`config.mk`:
```
export PLATFORM = sky130hd
export DESIGN_NAME = press_edge_detector
export DESIGN_NICKNAME = d
export VERILOG_FILES = /design/src/rtl/sequence_checker_press_edge_detector.sv
export SDC_FILE = /design/constraint.sdc
export NUM_CORES = 1
export LEC_CHECK = 0
export BUFFER_PORTS_ARGS = -buffer_cell sky130_fd_sc_hd__buf_4
export CAP_MARGIN = 25
export CORE_AREA = 2 2 39 41
export CTS_CLUSTER_DIAMETER = 120
export DETAILED_ROUTE_END_ITERATION = 8
export DIE_AREA = 0 0 41 43
export GPL_TIMING_DRIVEN = 1
export PLACE_DENSITY_LB_ADDON = 0.12
export SYNTH_ARGS = -nofsm -noshare
export SYNTH_HDL_FRONTEND = slang
export SYNTH_SLANG_ARGS = --single-unit
```
`constraint.sdc`:
```
create_clock -name clock -period 0.9 [get_ports clock]
set_input_delay 0.09 -clock clock [delete_from_list [all_inputs] [get_ports clock]]
set_output_delay 0.09 -clock clock [all_outputs]
set_load 0.02 [all_outputs]
```
`src/rtl/sequence_checker_press_edge_detector.sv`:
```
// ----------------------------------------------------------------------------
// press_edge_detector
//   Turns the level-sensitive button vector into single press events. A press
//   is recognised only when some button is down and every button was up on
//   the previous cycle, so a held button yields exactly one press and a new
//   press needs a full release first.
//   Ports:
//     clock        : system clock
//     reset        : synchronous active-high reset (clears history)
//     buttons      : synchronised, active-high button vector
//     new_press    : high for the cycle in which a fresh press is seen
//     press_value  : button vector to latch when new_press is high
// ----------------------------------------------------------------------------
module press_edge_detector #(
    parameter int DATA_W = 4
) (
    input  logic              clock,
    input  logic              reset,
    input  logic [DATA_W-1:0] buttons,
    output logic              new_press,
    output logic [DATA_W-1:0] press_value
);

    logic [DATA_W-1:0] prev_q;

    // History is captured every cycle regardless of the controller's state.
    always_ff @(posedge clock) begin
        if (reset) begin
            prev_q <= '0;
        end else begin
            prev_q <= buttons;
        end
    end

    assign new_press   = (buttons != '0) && (prev_q == '0);
    assign press_value = buttons;

endmodule

```
Word-level counts from Yosys, hierarchy flattened
Cells that the tools add are included.

Flip-flop bits (word level): 4. Bits in latches: 0. Bits in writable memories: 0. Bits in read-only memories: 0. Input port bits: 6. Output and inout port bits: 5. Memories: 0.

$add $sub $neg: 0. $mul: 0. Div/mod/pow operators: 0. Magnitude comparators: 0. Equal/unequal tests: 0. Shift-type cells: 0. Mux-type cells: 0. Bitwise logic cells: 0. Reductions and logical operators: 3.

Operators with widths (number): $logic_not 4->1 (1); $reduce_bool 4->1 (1); $logic_and 1x1->1 (1).

Depth between registers and ports, before layout
Gate-level depths: netlist (run 1).

Word-level depth: 2. Gate-level depth with buffers: 2.

Worst setup path before layout (run 1)
Ideal clock, no wire load.

Path type: flip-flop to output port. From: register prev_q[1]. To: output port new_press. Arrival time: 1087 ps. Data required time: 810 ps. Path slack: -277 ps. Cell stages (with the launch flop): 3. Buffers on the path: 0. Path through: dfxtp_1 or4_1 nor2_1.

Longest elaborated chain between the ends: 2.

RTL lines: start: declaration (RTL line 24) `logic [DATA_W-1:0] prev_q;`; start signal: assignment (RTL line 31) `prev_q <= buttons;`; $logic_not 4->1 (RTL line 35) `assign new_press = (buttons != '0) && (prev_q == '0);`; $logic_and 1x1->1 (RTL line 35); end: declaration (RTL line 20) `output logic new_press,`.

Every way passes these cells.

Final worst setup path (run 1)
Ends and elaborated chain as after synthesis.

==> flow_metrics.tcl, run 1 <==
set metrics [dict create \
    pwr_density_cell_mw_per_mm2 1780 \
    status "complete, but fails checks" \
    cts-root-buf "clkbuf_4" \
    fin_crit_ns 1.35 \
    die-area_mm2 0.00176 \
    yosysUniqueCellTypes 6 \
    die_w_um 41 \
    rows 14 \
    vias 133 \
    slew-limit-headroom_pct 81.7 \
    synth_edf_count 0 \
    max_stage_delay_ns 0.54 \
    crit_buf_inv 1 \
    rsz0062_at_grt "yes" \
    critPathTopFamily "simple AND/OR/NAND/NOR gates" \
    drc 0 \
    peakVddDrop_mv 0.306 \
    crit_start "prev_q[1]$_SDFF_PP0_" \
    clk_path_buf_depth 2 \
    synth_top_area_cell "dfxtp_1" \
    ys_warn_count 0 \
    maxSlewViolCount 0 \
    largest_register_ffs 4 \
    fin_ws_ns -0.455 \
    start_util_pct 11.0 \
    critPathArrivalTime_ns 1.26 \
    place_ws_ns -0.234 \
    hold_viol 0 \
    regMostFlops "prev_q" \
    diodes 0 \
    fmax_ghz 0.738 \
    cts.htree.levels 1 \
    synthCells 15 \
    routabilityCongestion 0.624 \
    violations "negative setup slack" \
    maxCapViolCount 0 \
    fin_nets 35 \
    period_share_pct 151 \
    synth_top_cell_area_share_pct 52.5 \
    p_leak_uw 0.000128 \
    drtPass1Iterations 1 \
    synth_area_leaders "dfxtp_1 52%, buf_4 20%, nor2b_1 16%" \
    ant_nets 0 \
    cts_tree "done" \
    async_reset_ff_share_pct 0 \
    final_util_pct 20.1 \
    synth_xor_area_share_pct 0 \
    synthMuxAreaShare_pct 0 \
    drive_gt1_share_pct 66.7 \
    first_global_vias 138 \
    synth_top_family_by_area "simple AND/OR/NAND/NOR gates" \
    synthFlopType "dfxtp_1" \
    crit_path_end_kind "primary output" \
    viasPerCell 3.09 \
    cts_num_sinks 4 \
    grt_pass1_wl_um 462 \
    synthTopCellsByCount "4 x buf_4, 4 x dfxtp_1, 4 x nor2b_1" \
    power_uw 494 \
    antenna_found_initial 0 \
    fp.dieH_um 43 \
    syn_area_um2 153 \
    grt_usage_pct 4.51 \
    coreArea_mm2 0.00138 \
    crit_path_start_kind "register" \
    synth_compound_area_share_pct 0 \
    synthesis.nets 21 \
    fin_area_um2 278 \
    pin_count 11 \
    yosys.area_share.adder_pct 0 \
    ys_seq_area_share_pct 52.5 \
    drt_iter0_drc 0 \
    syn_area_per_cell_um2 10.2 \
    setup_viol_count_final 1 \
    cts_buffers 3 \
    hold_path_class "in -> reg" \
    top_regs "prev_q: 4 flops" \
    path_cells "or4_4 > nor2_4 > buf_6" \
    dpl_cell_area_um2 251 \
    yosys_register_bits 4 \
    clk_pin_slew_ns 0.03 \
    crit_slowest_cell "or4_4" \
    grt_max_degree 5 \
    wl_per_cell_um 7.49 \
    path_max_fanout 1 \
    grt_overflow 0 \
    crit_type "reg -> out" \
    syn_to_final_growth_pct 82.0 \
    portBuffers 10 \
    worst_pin_slew_ns 0.272 \
    required_ns 0.81 \
    yosys.area_share.simple_pct 27.9 \
    hp-start "reset" \
    totalWireLength_um 322 \
]
==> layer usage <==
| layer | global-route usage, % | part of all wire [%] | up-vias |
|---|---|---|---|
| met5 | 0 | 0 | - |
| met4 | 10.0 | 0 | 0 |
| met3 | 0 | 6.8 | 0 |
| met2 | 4.69 | 48 | 7 |
| met1 | 4.79 | 45 | 55 |
| li1 | - | - | 71 |
==> where the power goes <==
part	switching, µW	internal (µW)	leakage [µW]
Combinational	40.1	52.0	0.0000809
Clock	62.8	148	0.0000138
Sequential	2.17	188	0.0000333
==> through the flow <==
step / setup TNS (ns) / instances / hold slack (ns)
2_1_floorplan: -0.149 / 15 / 0.162
3_3_place_gp: -0.221 / 40 / 0.282
3_5_place_dp: -0.234 / 40 / 0.287
4_1_cts: -0.475 / 43 / 0.0417
5_1_grt: -0.482 / 43 / 0.0546
6_report: -0.455 / 43 / 0.0489
==> worst paths after layout <==
path,to,slack (ns),depth (start not counted)
setup / recovery,new_press,-0.45,3
hold / removal,prev_q[1]$_SDFF_PP0_,0.05,2
==> kinds of logic (layout without fill, tap and decap cells) <==
logic type / after synthesis / in the layout
and+or+nand+nor: 7 / 7
DFF: 4 / 4
buffers and inverters: 4 / 16
==> cell usage in the layout (no fill, tap or decap) <==
cell type  Yosys  layout
nor4_1         1       1
buf_6          0       1
or4_4          0       1
nor2_4         0       1
buf_4          4      12
dfxtp_1        4       4
clkbuf_4       0       3
nor2b_1        4       4
==> what timing repair did <==
item,CTS,global route
hold buffers,0,0
gates resized for setup,1,0
pin swaps,0,0
endpoints found under the setup margin,1,1
cloned,0,0
buffers inserted,0,0
==> final cells by class <==
class	instances	area, µm²
multi-input cells	7	53.8
clock buffers	3	22.5
well taps	16	20.0
repair buffers	13	101
flip-flops and latches	4	80.1
fillers	159	1110
Note: power is estimated with default switching activity, not from simulation.
==> inputs of run 2 (changes only) <==
Settings changed: BUFFER_PORTS_ARGS -buffer_cell sky130_fd_sc_hd__buf_4 to -buffer_cell sky130_fd_sc_hd__buf_2, HOLD_SLACK_MARGIN set to 0.12.
==> flow_metrics.tcl, run 2 (synthesized netlist as in run 1, its figures left out) <==
set metrics [dict create \
    start_util_pct 11.0 \
    final_common_cell "buf_2" \
    rsz0062_at_grt "yes" \
    ant_nets 0 \
    violations "negative setup slack" \
    met2_length_um 174 \
    totalWireLength_um 353 \
    first_global_vias 155 \
    peakVddDrop_mv 0.394 \
    hold_path_class "in -> reg" \
    setup_viol_count_final 1 \
    crit_type "reg -> out" \
    crit_start "prev_q[1]$_SDFF_PP0_" \
    maxCapViolCount 0 \
    post_cts_buffers 0 \
    fin_ws_ns -0.454 \
    cts_num_sinks 4 \
    status "complete, but fails checks" \
    worst_pin_slew_ns 0.353 \
    cts_tree "done" \
    drc 0 \
    top_layer "met4" \
    cts-root-buf "clkbuf_4" \
    period_share_pct 150 \
    viasPerCell 3.49 \
    fin_nets 37 \
    dpl_cell_area_um2 211 \
    fin_area_um2 280 \
    maxSlewViolCount 0 \
    mostFrequentLayoutCells "9 x buf_2, 4 x nor2b_1, 4 x dlygate4sd3_1, 4 x dfxtp_1, 3 x clkbuf_4" \
    die-area_mm2 0.00176 \
    crit_slowest_cell "or4_4" \
    hold_viol 0 \
    top_regs "prev_q: 4 flops" \
    grt_usage_pct 5.91 \
    fp.dieH_um 43 \
    pwr_density_cell_mw_per_mm2 1760 \
    coreArea_mm2 0.00138 \
    hp-start "buttons[0]" \
    die_w_um 41 \
    grt_overflow 0 \
    drt-met1-wl_um 146 \
    pin_count 11 \
    p_leak_uw 0.000127 \
    required_ns 0.81 \
    wl_met3_um 19 \
    final_util_pct 20.3 \
    largest_register_ffs 4 \
    path_cells "or4_4 > nor2_4 > buf_6" \
    wl_per_cell_um 7.84 \
    antenna_found_initial 0 \
    path_max_fanout 1 \
    regMostFlops "prev_q" \
    syn_to_final_growth_pct 83.6 \
    fin_crit_ns 1.35 \
    rows 14 \
    drive_gt1_share_pct 55.2 \
    crit_path_end_kind "primary output" \
    slew-limit-headroom_pct 76.2 \
    cts.htree.levels 1 \
    grt_max_degree 5 \
    crit_path_start_kind "register" \
    critPathArrivalTime_ns 1.26 \
    routabilityCongestion 0.588 \
    diodes 0 \
    drt_iter0_drc 1 \
    clk_path_buf_depth 2 \
    clk_pin_slew_ns 0.04 \
    fmax_ghz 0.739 \
    vias 157 \
    drtPass1Iterations 2 \
    max_stage_delay_ns 0.54 \
    portBuffers 10 \
    grt_pass1_wl_um 621 \
    hold_ws_ns 0.115 \
    cts_buffers 3 \
]
-- run 2: cell types whose count changed in the layout (fill, tap and decap cells not counted) --
cell,previous run,this run
buf_2,0,9
dlygate4sd3_1,0,4
buf_4,12,1
-- run 2: path summary, 6_finish.rpt --
kind              endpoint  slack [ns]  depth (start not counted)
max              new_press       -0.45                          3
min   prev_q[0]$_SDFF_PP0_        0.12                          2
-- run 2: critical path, delay by kind of cell, from the launching register on --
kind / cells / cell delay, ns
AND/OR/NAND/NOR: 2 / 0.63
flip-flops: 1 / 0.29
buffers and inverters: 1 / 0.11
-- run 2: what timing repair did --
action	4_1_cts	5_1_grt
resized for setup	2	0
hold endpoints to repair	4	0
endpoints found under the setup margin	1	1
hold buffers	4	0
-- run 2: power breakdown --
| part | leakage [µW] | switching (µW) | internal (µW) |
|---|---|---|---|
| combinational | 0.0000801 | 39.9 | 46.6 |
| sequential | 0.0000333 | 2.43 | 188 |
| clock | 0.0000138 | 68.3 | 149 |
| total | 0.000127 | 111 | 383 |
-- run 2: per-layer routing --
| metal | global-route usage (%) | vias up |
|---|---|---|
| met5 | 0 | - |
| met4 | 8.00 | 0 |
| met3 | 3.14 | 2 |
| met2 | 6.56 | 9 |
| met1 | 6.37 | 70 |
| li1 | - | 76 |
-- run 2: area by class of cell --
cell class	instances	area, µm²
Multi-Input combinational cell	7	53.8
Sequential cell	4	80.1
Clock buffer	3	22.5
Timing Repair Buffer	15	104
Fill cell	153	1100
Tap cell	16	20.0
-- run 2: per-stage QoR --
step / TNS (ns) / worst slack (ns) / instances / total power (µW)
final: -0.454 / -0.454 / 45 / 494
after global routing: -0.496 / -0.496 / 45 / 531
after CTS: -0.469 / -0.469 / 45 / 507
after detailed placement: -0.246 / -0.246 / 38 / 261
after global placement: -0.243 / -0.243 / 38 / 262
after floorplan: -0.149 / -0.149 / 15 / 242
==> inputs of run 3 (changes only) <==
Settings changed: REMOVE_ABC_BUFFERS set to 1.
==> flow_metrics.tcl, run 3 (synthesized netlist as in run 1, its figures left out) <==
set metrics [dict create \
    crit_path_end_kind "primary output" \
    diodes 0 \
    totalWireLength_um 324 \
    die_w_um 41 \
    required_ns 0.81 \
    clk_pin_slew_ns 0.03 \
    vias 136 \
    grt_usage_pct 5.01 \
    crit_slowest_cell "or4_1" \
    critPathTopFamily "simple AND/OR/NAND/NOR gates" \
    violations "negative setup slack" \
    fin_nets 37 \
    drc 0 \
    worst_pin_slew_ns 0.351 \
    pin_count 11 \
    grt_max_degree 5 \
    clk_path_buf_depth 2 \
    status "complete, but fails checks" \
    fin_ws_ns -0.445 \
    crit_type "reg -> out" \
    period_share_pct 149 \
    p_leak_uw 0.000123 \
    rsz0062_at_grt "yes" \
    critPathArrivalTime_ns 1.26 \
    max_stage_delay_ns 0.50 \
    dp.cells 37 \
    rows 14 \
    multiInputGateArea_um2 42.5 \
    largest_register_ffs 4 \
    maxCapViolCount 0 \
    hpwl_um 248 \
    post_cts_buffers 0 \
    peakVddDrop_mv 0.265 \
    finalNonFillerCells 45 \
    portBuffers 10 \
    crit_buf_inv 1 \
    slew-limit-headroom_pct 76.4 \
    hold_viol 0 \
    die-area_mm2 0.00176 \
    hold_ws_ns 0.430 \
    path_cells "or4_1 > nor2_1 > buf_4" \
    cts-root-buf "clkbuf_4" \
    cts_buffers 3 \
    cts.htree.levels 1 \
    power_uw 478 \
    final_common_cell "buf_2" \
    first_global_vias 137 \
    mostFrequentLayoutCells "9 x buf_2, 5 x dlygate4sd3_1, 4 x nor2b_1, 4 x dfxtp_1, 3 x clkbuf_4" \
    routabilityCongestion 0.542 \
    cts_num_sinks 4 \
    fmax_ghz 0.743 \
    syn_to_final_growth_pct 75.4 \
    final_util_pct 19.3 \
    drtPass1Iterations 2 \
    pwr_density_cell_mw_per_mm2 1790 \
    wl_per_cell_um 7.20 \
    path_max_fanout 1 \
    hold_path_class "in -> out" \
    crit_path_start_kind "register" \
    antenna_found_initial 0 \
    fp.dieH_um 43 \
    regMostFlops "prev_q" \
    nFillCells 164 \
    drt_iter0_drc 2 \
    setup_viol_count_final 1 \
    viasPerCell 3.02 \
    ant_nets 0 \
    fin_tns_setup_ns -0.445 \
    maxSlewViolCount 0 \
    seq_area_um2 80.1 \
    grt_pass1_wl_um 489 \
    drive_gt1_share_pct 44.8 \
    top_regs "prev_q: 4 flops" \
    coreArea_mm2 0.00138 \
    cts_tree "done" \
    grt_overflow 0 \
    start_util_pct 11.0 \
    fin_crit_ns 1.35 \
]
## run 3: what timing repair did
action	in CTS	in global routing
pin swaps	2	0
endpoints found under the setup margin	1	1
hold buffers	5	0
gates resized for setup	1	0
endpoints found under the hold margin	4	0
## run 3: cell type report
| class | count | area share (%) |
|---|---|---|
| Tap cell | 16 | 7.48 |
| Clock buffer | 3 | 8.41 |
| Timing Repair Buffer | 15 | 38.3 |
| Multi-Input combinational cell | 7 | 15.9 |
| Sequential cell | 4 | 29.9 |
## run 3: worst paths after layout
path,startpoint,to,cells past startpoint,slack (ns)
worst max-delay path,prev_q[2]$_SDFF_PP0_,new_press,3,-0.45
worst min-delay path,buttons[2],press_value[2],2,0.43
## run 3: per-stage QoR
step | instance area [µm²] | setup WS (ns)
floorplan | 123 | -0.277
global placement | 193 | -0.225
detailed placement | 193 | -0.245
CTS | 268 | -0.466
global route | 268 | -0.508
finish | 268 | -0.445
## run 3: where the power goes
group	total [µW]	switching [µW]	internal (µW)	leakage (µW)
Sequential	190	1.80	188	0.0000333
Clock	211	62.8	148	0.0000138
Combinational	77.2	36.6	40.6	0.0000762
## run 3: metal layers
layer / up-vias / wire, µm / GRT usage, %
li1: 74 / - / -
met1: 57 / 139 / 5.11
met2: 5 / 169 / 5.00
met3: 0 / 15 / 1.57
met4: 0 / 0 / 10.0
met5: - / 0 / 0
